`src/rtl/ifu_fetch_if.sv`:
```
// Instruction fetch bus bundle: the memory request/response channel, the
// decode-side instruction handshake, the execute redirect and the retire count.
interface ifu_fetch_if #(
  parameter int XLEN = 64
);
  logic            imem_req_valid;
  logic [XLEN-1:0] imem_req_addr;
  logic            imem_req_ready;
  logic            imem_resp_valid;
  logic [31:0]     imem_resp_data;
  logic            inst_valid;
  logic [31:0]     inst;
  logic [XLEN-1:0] inst_pc;
  logic            inst_ready;
  logic            redirect_valid;
  logic [XLEN-1:0] redirect_pc;
  logic [XLEN-1:0] fetch_count;

  // Fetch unit side.
  modport master (
    output imem_req_valid, imem_req_addr,
    input  imem_req_ready, imem_resp_valid, imem_resp_data,
    output inst_valid, inst, inst_pc,
    input  inst_ready, redirect_valid, redirect_pc,
    output fetch_count
  );

  // Memory / decode / execute side.
  modport slave (
    input  imem_req_valid, imem_req_addr,
    output imem_req_ready, imem_resp_valid, imem_resp_data,
    input  inst_valid, inst, inst_pc,
    output inst_ready, redirect_valid, redirect_pc,
    input  fetch_count
  );
endinterface

```
`src/rtl/ifu_fetch.sv`:
```
// Instruction fetch unit: one outstanding word request to instruction memory,
// a one-entry buffer toward decode, and redirect-driven flushing of stale fetches.
module ifu_fetch #(
  parameter int              XLEN     = 64,
  parameter logic [XLEN-1:0] RESET_PC = 64'h0000_0000_8000_0000
) (
  input  logic       clk,
  input  logic       rst,
  ifu_fetch_if.master bus
);

  typedef enum logic [1:0] {S_REQ, S_WAIT, S_HOLD, S_FLUSH} state_t;

  state_t          r_state;
  logic [XLEN-1:0] r_pc;
  logic            r_req_valid;
  logic            r_inst_valid;
  logic [31:0]     r_inst;
  logic [XLEN-1:0] r_inst_pc;
  logic [XLEN-1:0] r_fetch_count;

  logic            w_req_fire;
  logic [XLEN-1:0] w_redirect_pc;

  assign w_req_fire    = r_req_valid & bus.imem_req_ready;
  assign w_redirect_pc = bus.redirect_pc & ~XLEN'(3);

  assign bus.imem_req_valid = r_req_valid;
  assign bus.imem_req_addr  = r_pc;
  assign bus.inst_valid     = r_inst_valid;
  assign bus.inst           = r_inst;
  assign bus.inst_pc        = r_inst_pc;
  assign bus.fetch_count    = r_fetch_count;

  // Fetch FSM; every output is a register written alongside the state change.
  // NOTE: non-blocking assignments keep every register reading pre-edge values,
  // so the order of statements inside a branch does not matter.
  always_ff @(posedge clk or posedge rst) begin
    if (rst) begin
      r_state       <= S_REQ;
      r_pc          <= RESET_PC;
      // NOTE: request valid is a register (not decoded from r_state) so it
      // stays low through reset and rises on the first edge after release.
      r_req_valid   <= 1'b0;
      r_inst_valid  <= 1'b0;
      r_inst        <= '0;
      r_inst_pc     <= '0;
      r_fetch_count <= '0;
    end else begin
      case (r_state)
        S_REQ: begin
          if (bus.redirect_valid) begin
            r_pc <= w_redirect_pc;
            if (w_req_fire) begin
              r_state     <= S_FLUSH;
              r_req_valid <= 1'b0;
            end else begin
              r_req_valid <= 1'b1;
            end
          end else if (w_req_fire) begin
            r_state     <= S_WAIT;
            r_req_valid <= 1'b0;
          end else begin
            r_req_valid <= 1'b1;
          end
        end

        S_WAIT: begin
          if (bus.redirect_valid) begin
            r_pc <= w_redirect_pc;
            if (bus.imem_resp_valid) begin
              r_state     <= S_REQ;
              r_req_valid <= 1'b1;
            end else begin
              r_state <= S_FLUSH;
            end
          end else if (bus.imem_resp_valid) begin
            r_state      <= S_HOLD;
            r_inst       <= bus.imem_resp_data;
            r_inst_pc    <= r_pc;
            r_inst_valid <= 1'b1;
          end
        end

        S_HOLD: begin
          if (bus.inst_ready) begin
            r_fetch_count <= r_fetch_count + XLEN'(1);
          end
          if (bus.redirect_valid) begin
            r_pc         <= w_redirect_pc;
            r_state      <= S_REQ;
            r_inst_valid <= 1'b0;
            r_req_valid  <= 1'b1;
          end else if (bus.inst_ready) begin
            r_pc         <= r_pc + XLEN'(4);
            r_state      <= S_REQ;
            r_inst_valid <= 1'b0;
            r_req_valid  <= 1'b1;
          end
        end

        S_FLUSH: begin
          if (bus.redirect_valid) begin
            r_pc <= w_redirect_pc;
          end
          if (bus.imem_resp_valid) begin
            r_state     <= S_REQ;
            r_req_valid <= 1'b1;
          end
        end

        default: begin
          r_state     <= S_REQ;
          r_req_valid <= 1'b1;
        end
      endcase
    end
  end

endmodule

```
`src/flat_wrapper.sv`:
```
// flat-port wrapper written by rule: the top's interface ports become plain ports
module ifu_fetch_flat 
#(
  parameter int              XLEN     = 64,
  parameter logic [XLEN-1:0] RESET_PC = 64'h0000_0000_8000_0000
)
  (clk, rst, bus_imem_req_valid, bus_imem_req_addr, bus_imem_req_ready, bus_imem_resp_valid, bus_imem_resp_data, bus_inst_valid, bus_inst, bus_inst_pc, bus_inst_ready, bus_redirect_valid, bus_redirect_pc, bus_fetch_count);
  ifu_fetch_if #(.XLEN(XLEN)) bus_i ();
  input  logic clk;
  input  logic rst;
  output wire logic [$bits(bus_i.imem_req_valid)-1:0] bus_imem_req_valid;
  output wire logic [$bits(bus_i.imem_req_addr)-1:0] bus_imem_req_addr;
  input wire logic [$bits(bus_i.imem_req_ready)-1:0] bus_imem_req_ready;
  input wire logic [$bits(bus_i.imem_resp_valid)-1:0] bus_imem_resp_valid;
  input wire logic [$bits(bus_i.imem_resp_data)-1:0] bus_imem_resp_data;
  output wire logic [$bits(bus_i.inst_valid)-1:0] bus_inst_valid;
  output wire logic [$bits(bus_i.inst)-1:0] bus_inst;
  output wire logic [$bits(bus_i.inst_pc)-1:0] bus_inst_pc;
  input wire logic [$bits(bus_i.inst_ready)-1:0] bus_inst_ready;
  input wire logic [$bits(bus_i.redirect_valid)-1:0] bus_redirect_valid;
  input wire logic [$bits(bus_i.redirect_pc)-1:0] bus_redirect_pc;
  output wire logic [$bits(bus_i.fetch_count)-1:0] bus_fetch_count;
  assign bus_imem_req_valid = bus_i.imem_req_valid;
  assign bus_imem_req_addr = bus_i.imem_req_addr;
  assign bus_i.imem_req_ready = bus_imem_req_ready;
  assign bus_i.imem_resp_valid = bus_imem_resp_valid;
  assign bus_i.imem_resp_data = bus_imem_resp_data;
  assign bus_inst_valid = bus_i.inst_valid;
  assign bus_inst = bus_i.inst;
  assign bus_inst_pc = bus_i.inst_pc;
  assign bus_i.inst_ready = bus_inst_ready;
  assign bus_i.redirect_valid = bus_redirect_valid;
  assign bus_i.redirect_pc = bus_redirect_pc;
  assign bus_fetch_count = bus_i.fetch_count;
  ifu_fetch #(.XLEN(XLEN), .RESET_PC(RESET_PC)) u_core (.clk(clk), .rst(rst), .bus(bus_i));
endmodule
```
`config.mk`:
```
export PLATFORM = sky130hd
export DESIGN_NAME = ifu_fetch_flat
export DESIGN_NICKNAME = d
export VERILOG_FILES = /design/src/rtl/ifu_fetch_if.sv /design/src/rtl/ifu_fetch.sv /design/src/flat_wrapper.sv
export SDC_FILE = /design/constraint.sdc
export NUM_CORES = 1
export LEC_CHECK = 0
export ABC_CLOCK_PERIOD_IN_PS = 7380
export BUFFER_PORTS_ARGS = -buffer_cell sky130_fd_sc_hd__buf_2
export CAP_MARGIN = 20
export CORE_ASPECT_RATIO = 0.5
export CORE_MARGIN = 2
export CORE_UTILIZATION = 52
export CTS_CLUSTER_SIZE = 8
export DETAILED_ROUTE_END_ITERATION = 8
export PLACE_DENSITY_LB_ADDON = 0.15
export RECOVER_POWER = 25
export SLEW_MARGIN = 10
export SYNTH_ARGS = -nofsm -noshare
export SYNTH_HDL_FRONTEND = slang
export SYNTH_SLANG_ARGS = --single-unit
```
`constraint.sdc`:
```
create_clock -name clk -period 7.38 [get_ports clk]
set_input_delay 0.369 -clock clk [delete_from_list [all_inputs] [get_ports clk]]
set_output_delay 0.369 -clock clk [all_outputs]
set_load 0.02 [all_outputs]
```
# ---- Yosys cells after proc, flatten, opt, wreduce, memory -nomap -nowiden
# Cells that the tools add are included.
dict set report totals {
  output_inout_bits 226
  ff_bits 228
}
dict set report classes {
  add_sub_neg 2
  n_mux 25
  n_bitwise 2
  eq_ne 11
  reduce_logical 9
}
# op n
set op_table {}
lappend op_table {{64-bit two-way mux} 3}
lappend op_table {{64-bit one-hot mux with 2 select lines} 1}
lappend op_table {{64-bit by 1-bit adder with 64-bit output, second input constant} 1}
lappend op_table {{64-bit by 3-bit adder with 64-bit output, second input constant} 1}
lappend op_table {{2-bit two-way mux} 9}
lappend op_table {{1-bit two-way mux} 9}
lappend op_table {{2-bit inequality test, second input constant} 4}
lappend op_table {{2-bit one-hot mux with 4 select lines} 1}
lappend op_table {{4-bit AND reduction} 2}
lappend op_table {{3-bit inequality test, second input constant} 2}
lappend op_table {{2-bit AND reduction} 3}
lappend op_table {{2-bit == test, second input constant} 2}
lappend op_table {{2-bit by 1-bit inequality test with 1-bit output, second input constant} 2}
lappend op_table {{1-bit one-hot mux with 4 select lines} 1}
lappend op_table {{3-bit AND reduction} 1}
lappend op_table {{3-bit OR reduction} 1}
lappend op_table {{2-bit by 1-bit == test with 1-bit output, second input constant} 1}
lappend op_table {{2-bit zero test} 1}
lappend op_table {{1-bit one-hot mux with 2 select lines} 1}
lappend op_table {{2-bit nonzero test} 1}
lappend op_table {{1-bit AND} 1}
lappend op_table {{1-bit NOT} 1}

# ---- Longest topological paths before layout
dict set report logic_depth {
  depth_word 4
  ltp_mapped 7
}

# ---- Worst setup path after synthesis
# OpenSTA, ideal clock, no wires.
dict set report synth_timing {
  path_kind {register to register}
  startpoint {register u_core.r_fetch_count[4] (netlist: u_core.bus.fetch_count[4])}
  endpoint {register u_core.r_fetch_count[29] (netlist: u_core.bus.fetch_count[29])}
  path_stages_with_launch 7
  slack_ns 5.064
  t_arrival_ns 2.184
  synth_period_minus_slack_ns 2.316
  setup_ns 0.131
  cell_sequence {dfrtp_1 -> nand4_2 -> or2_4 -> or4_4 -> buf_6 -> or3b_4 -> xnor2_2}
}
dict set report synth_via {
  elab_chain_cells 1
}
# element line_no
set synth_rtl {}
lappend synth_rtl {{start, declared} ifu_fetch.sv:20} ;# logic [XLEN-1:0] r_fetch_count;
lappend synth_rtl {{start signal, assigned} ifu_fetch.sv:87} ;# r_fetch_count <= r_fetch_count + XLEN'(1);
lappend synth_rtl {{64-bit by 1-bit adder with 64-bit output} ifu_fetch.sv:87}
# Every way passes these cells.
# A chain may end at the register's enable or synchronous reset.

==> flow_metrics.tcl <==
set metrics [dict create \
    fin_crit_ns 3.78 \
    syn_inst 975 \
    place_congestion 0.876 \
    ir_drop_mv 0.232 \
    die_h_um 105 \
    cts_setup_buffers 0 \
    critPathBufInv 3 \
    start_util 0.538 \
    clockRootBuffer "clkbuf_16" \
    crit_slowest_cell "clkinvlp_2" \
    drt-total-wl_mm 29.8 \
    path_max_fanout 112 \
    numCtsBuffers 31 \
    report.final.slew_viol_count 113 \
    tightest_slew_ns 4.97 \
    cp.arrival_ns 4.34 \
    fillCellCount 1617 \
    via_per_inst 5.81 \
    portBuffers 321 \
    ys_seq_elements 224 \
    timing.setup.tns_ns 0 \
    critPathKind "in2async" \
    ys.flop_type "dfrtp_1" \
    syn2layout_area_growth_pct 25.5 \
    crit_path_end_kind "async pin" \
    slowest_delay_ns 2.75 \
    setup_viol 0 \
    first_pass_iters 7 \
    max-clock-path-buffers 3 \
    crit_chain "buf_2 -> clkinvlp_2 -> buf_4" \
    status "finished with violations" \
    path_delay_family "buffers and inverters" \
    antenna_found_initial 6 \
    ys_types 64 \
    io_pins 328 \
    max_freq_mhz 265 \
    route.detailed.drc 0 \
    seq_area_um2 5610 \
    drtIter0Drc 658 \
    drive_gt1_frac 0.373 \
    post-route-period-util 0.512 \
    multi_input_area_um2 4810 \
    worstSkewPairLatency_ns 0.55 \
    synth_seq_area_share 0.527 \
    yosys_warnings 0 \
    rsz0062_at_grt "false" \
    num_rows 36 \
    max_slew_margin -2.33 \
    vias 9205 \
    h-tree-depth 1 \
    async_flop_share 1.00 \
    violations "capacitance limit, slew limit" \
    hold_class "in2reg" \
    cts_hold_buf 0 \
    cts.sinks 224 \
    dieArea_um2 21700 \
    r2r_slack_ns 4.39 \
    grt_max_degree 113 \
    ant_nets 0 \
    dp.cells 1532 \
    cts_tree "done" \
    worstPathRequired_ns 7.94 \
    hold_slack_ns 0.0292 \
    power_density_nw_per_um2 329 \
    grt_pass1_wl_mm 47.5 \
    power.leakage_nw 6.23 \
    die_x_um 206 \
    clk_pin_slew_ns 0.05 \
    instances_no_fill 1583 \
    final.setup_skew_ns 0.0219 \
    grt.total_usage 0.275 \
    grt_pass1_vias 8983 \
    grt-ovfl-total 0 \
    syn_area_per_cell_um2 10.9 \
    drv_cap 1 \
    synth_edf_count 0 \
    dpl.hpwl_mm 21.1 \
    start_kind "input pin" \
    final_hold_viol_count 0 \
    wl_per_cell_um 18.8 \
    core_um2 19800 \
    syn_area_um2 10600 \
    cts_resized 0 \
    finalNetCount 1404 \
]
==> cell families after synthesis <==
family / count (synthesis) / synth area share
AOI/OAI and AO/OA: 113 / 0.0689
xor gates and xnor gates: 85 / 0.0706
adders and majority gates: 2 / 0.00235
buffers and inverters: 61 / 0.0253
DFF: 224 / 0.527
muxes: 99 / 0.104
other: 1 / 0.000352
and+or+nand+nor: 390 / 0.202
==> where the power goes <==
group          total, mW  switching (mW)  internal, mW  leakage, nW
clock network       1.25           0.495         0.754        0.397
logic               1.35           0.817         0.535         3.06
registers           1.80           0.241          1.56         2.77
==> registers in the layout (all words and copies together), names as in the netlist <==
signal / cells
u_core.bus.inst_valid: 1
u_core.r_state: 2
u_core.bus.inst: 32
u_core.bus.imem_req_addr: 62
u_core.bus.imem_req_valid: 1
u_core.bus.inst_pc: 62
u_core.bus.fetch_count: 64
==> worst register-to-register path, delay by kind of cell (launching register included) <==
kind | cells | cell delay (ns)
flops | 1 | 0.51
compound gates | 1 | 0.11
simple gates | 4 | 2.27
==> final timing paths <==
kind | to | start | cells past startpoint
worst max register to register | u_core.bus.imem_req_addr[59] | u_core.r_state[0] | 5
max in group clk | u_core.bus.imem_req_addr[59] | u_core.r_state[0] | 5
worst max-delay path | u_core.bus.imem_req_addr[25] | rst | 3
min in group asynchronous | u_core.bus.fetch_count[43] | rst | 2
worst min register to register | u_core.bus.fetch_count[63] | u_core.bus.fetch_count[63] | 1
worst min-delay path | u_core.bus.imem_req_addr[22] | bus_redirect_pc[22] | 3
==> synthesized netlist by cell type, drive strengths merged, types with 3 or more instances <==
library cell  instances  area, um^2
a211oi                4        30.0
a21oi                14        70.1
a22oi                 3        22.5
a311oi                6        52.6
a31oi                15        93.8
and2                 10        62.6
and3                 16         100
and4                  9        78.8
buf                  20         115
clkbuf               23        86.3
dfrtp               223        5580
inv                  18        67.6
mux2                 95        1070
mux2i                 4        40.0
nand2                81         304
nand2b                3        18.8
nand3                57         285
nand3b                3        26.3
nand4                47         319
nor2                 68         255
nor3                 42         260
nor3b                 3        22.5
nor4                 20         184
o211a                 3        30.0
o21ai                39         195
o31a                  3        26.3
o31ai                 8        60.1
o32ai                 4        35.0
or2                   3        21.3
or3                  12        75.1
or4                   9        71.3
xnor2                37         332
xor2                 48         420
==> per-stage QoR <==
stage | worst slack, ns | util | total power [mW] | cell area (um^2)
after floorplan | 0.878 | - | 2.65 | 10700
after global placement | 4.60 | 0.632 | 3.12 | 12500
after detailed placement | 4.58 | 0.632 | 3.17 | 12500
after CTS | 4.59 | 0.674 | 4.43 | 13300
after global routing | 2.74 | 0.675 | 4.61 | 13300
final | 3.60 | 0.676 | 4.40 | 13400
==> metal layers <==
metal,vias up,track usage,wire length (um)
met5,-,0,13
met1,4593,0.367,12400
met2,358,0.449,14500
met3,50,0.0705,2390
li1,4202,-,-
met4,2,0.0648,529
==> placed cells by master, fill, tap and decap left out, types with 6 or more instances in the layout <==
cell type and n:
buf_2 318, xor2_1 48, nand2_1 81, o31ai_1 8, nor4_2 9, or4_1 8
and3_1 15, and4_1 9, nor2_1 68, a21oi_1 14, clkbuf_16 31, diode_2 6
a311oi_1 6, dfrtp_1 223, a31oi_1 15, xnor2_1 36, mux2_2 95, o21ai_0 39
clkbuf_1 16, nor3_1 32, nor3_2 10, nand4_1 43, and2_1 9, inv_1 17
nor4_1 10, nand3_1 57, buf_4 10, or3_1 12
==> layout make-up <==
class	count	share of cell area
Sequential cell	224	0.420
Timing Repair Buffer	332	0.128
Clock buffer	44	0.0617
Tap cell	266	0.0249
Multi-Input combinational cell	693	0.360
Antenna cell	6	0.00112
Inverter	18	0.00515
Power figures use the tool's default switching activity.
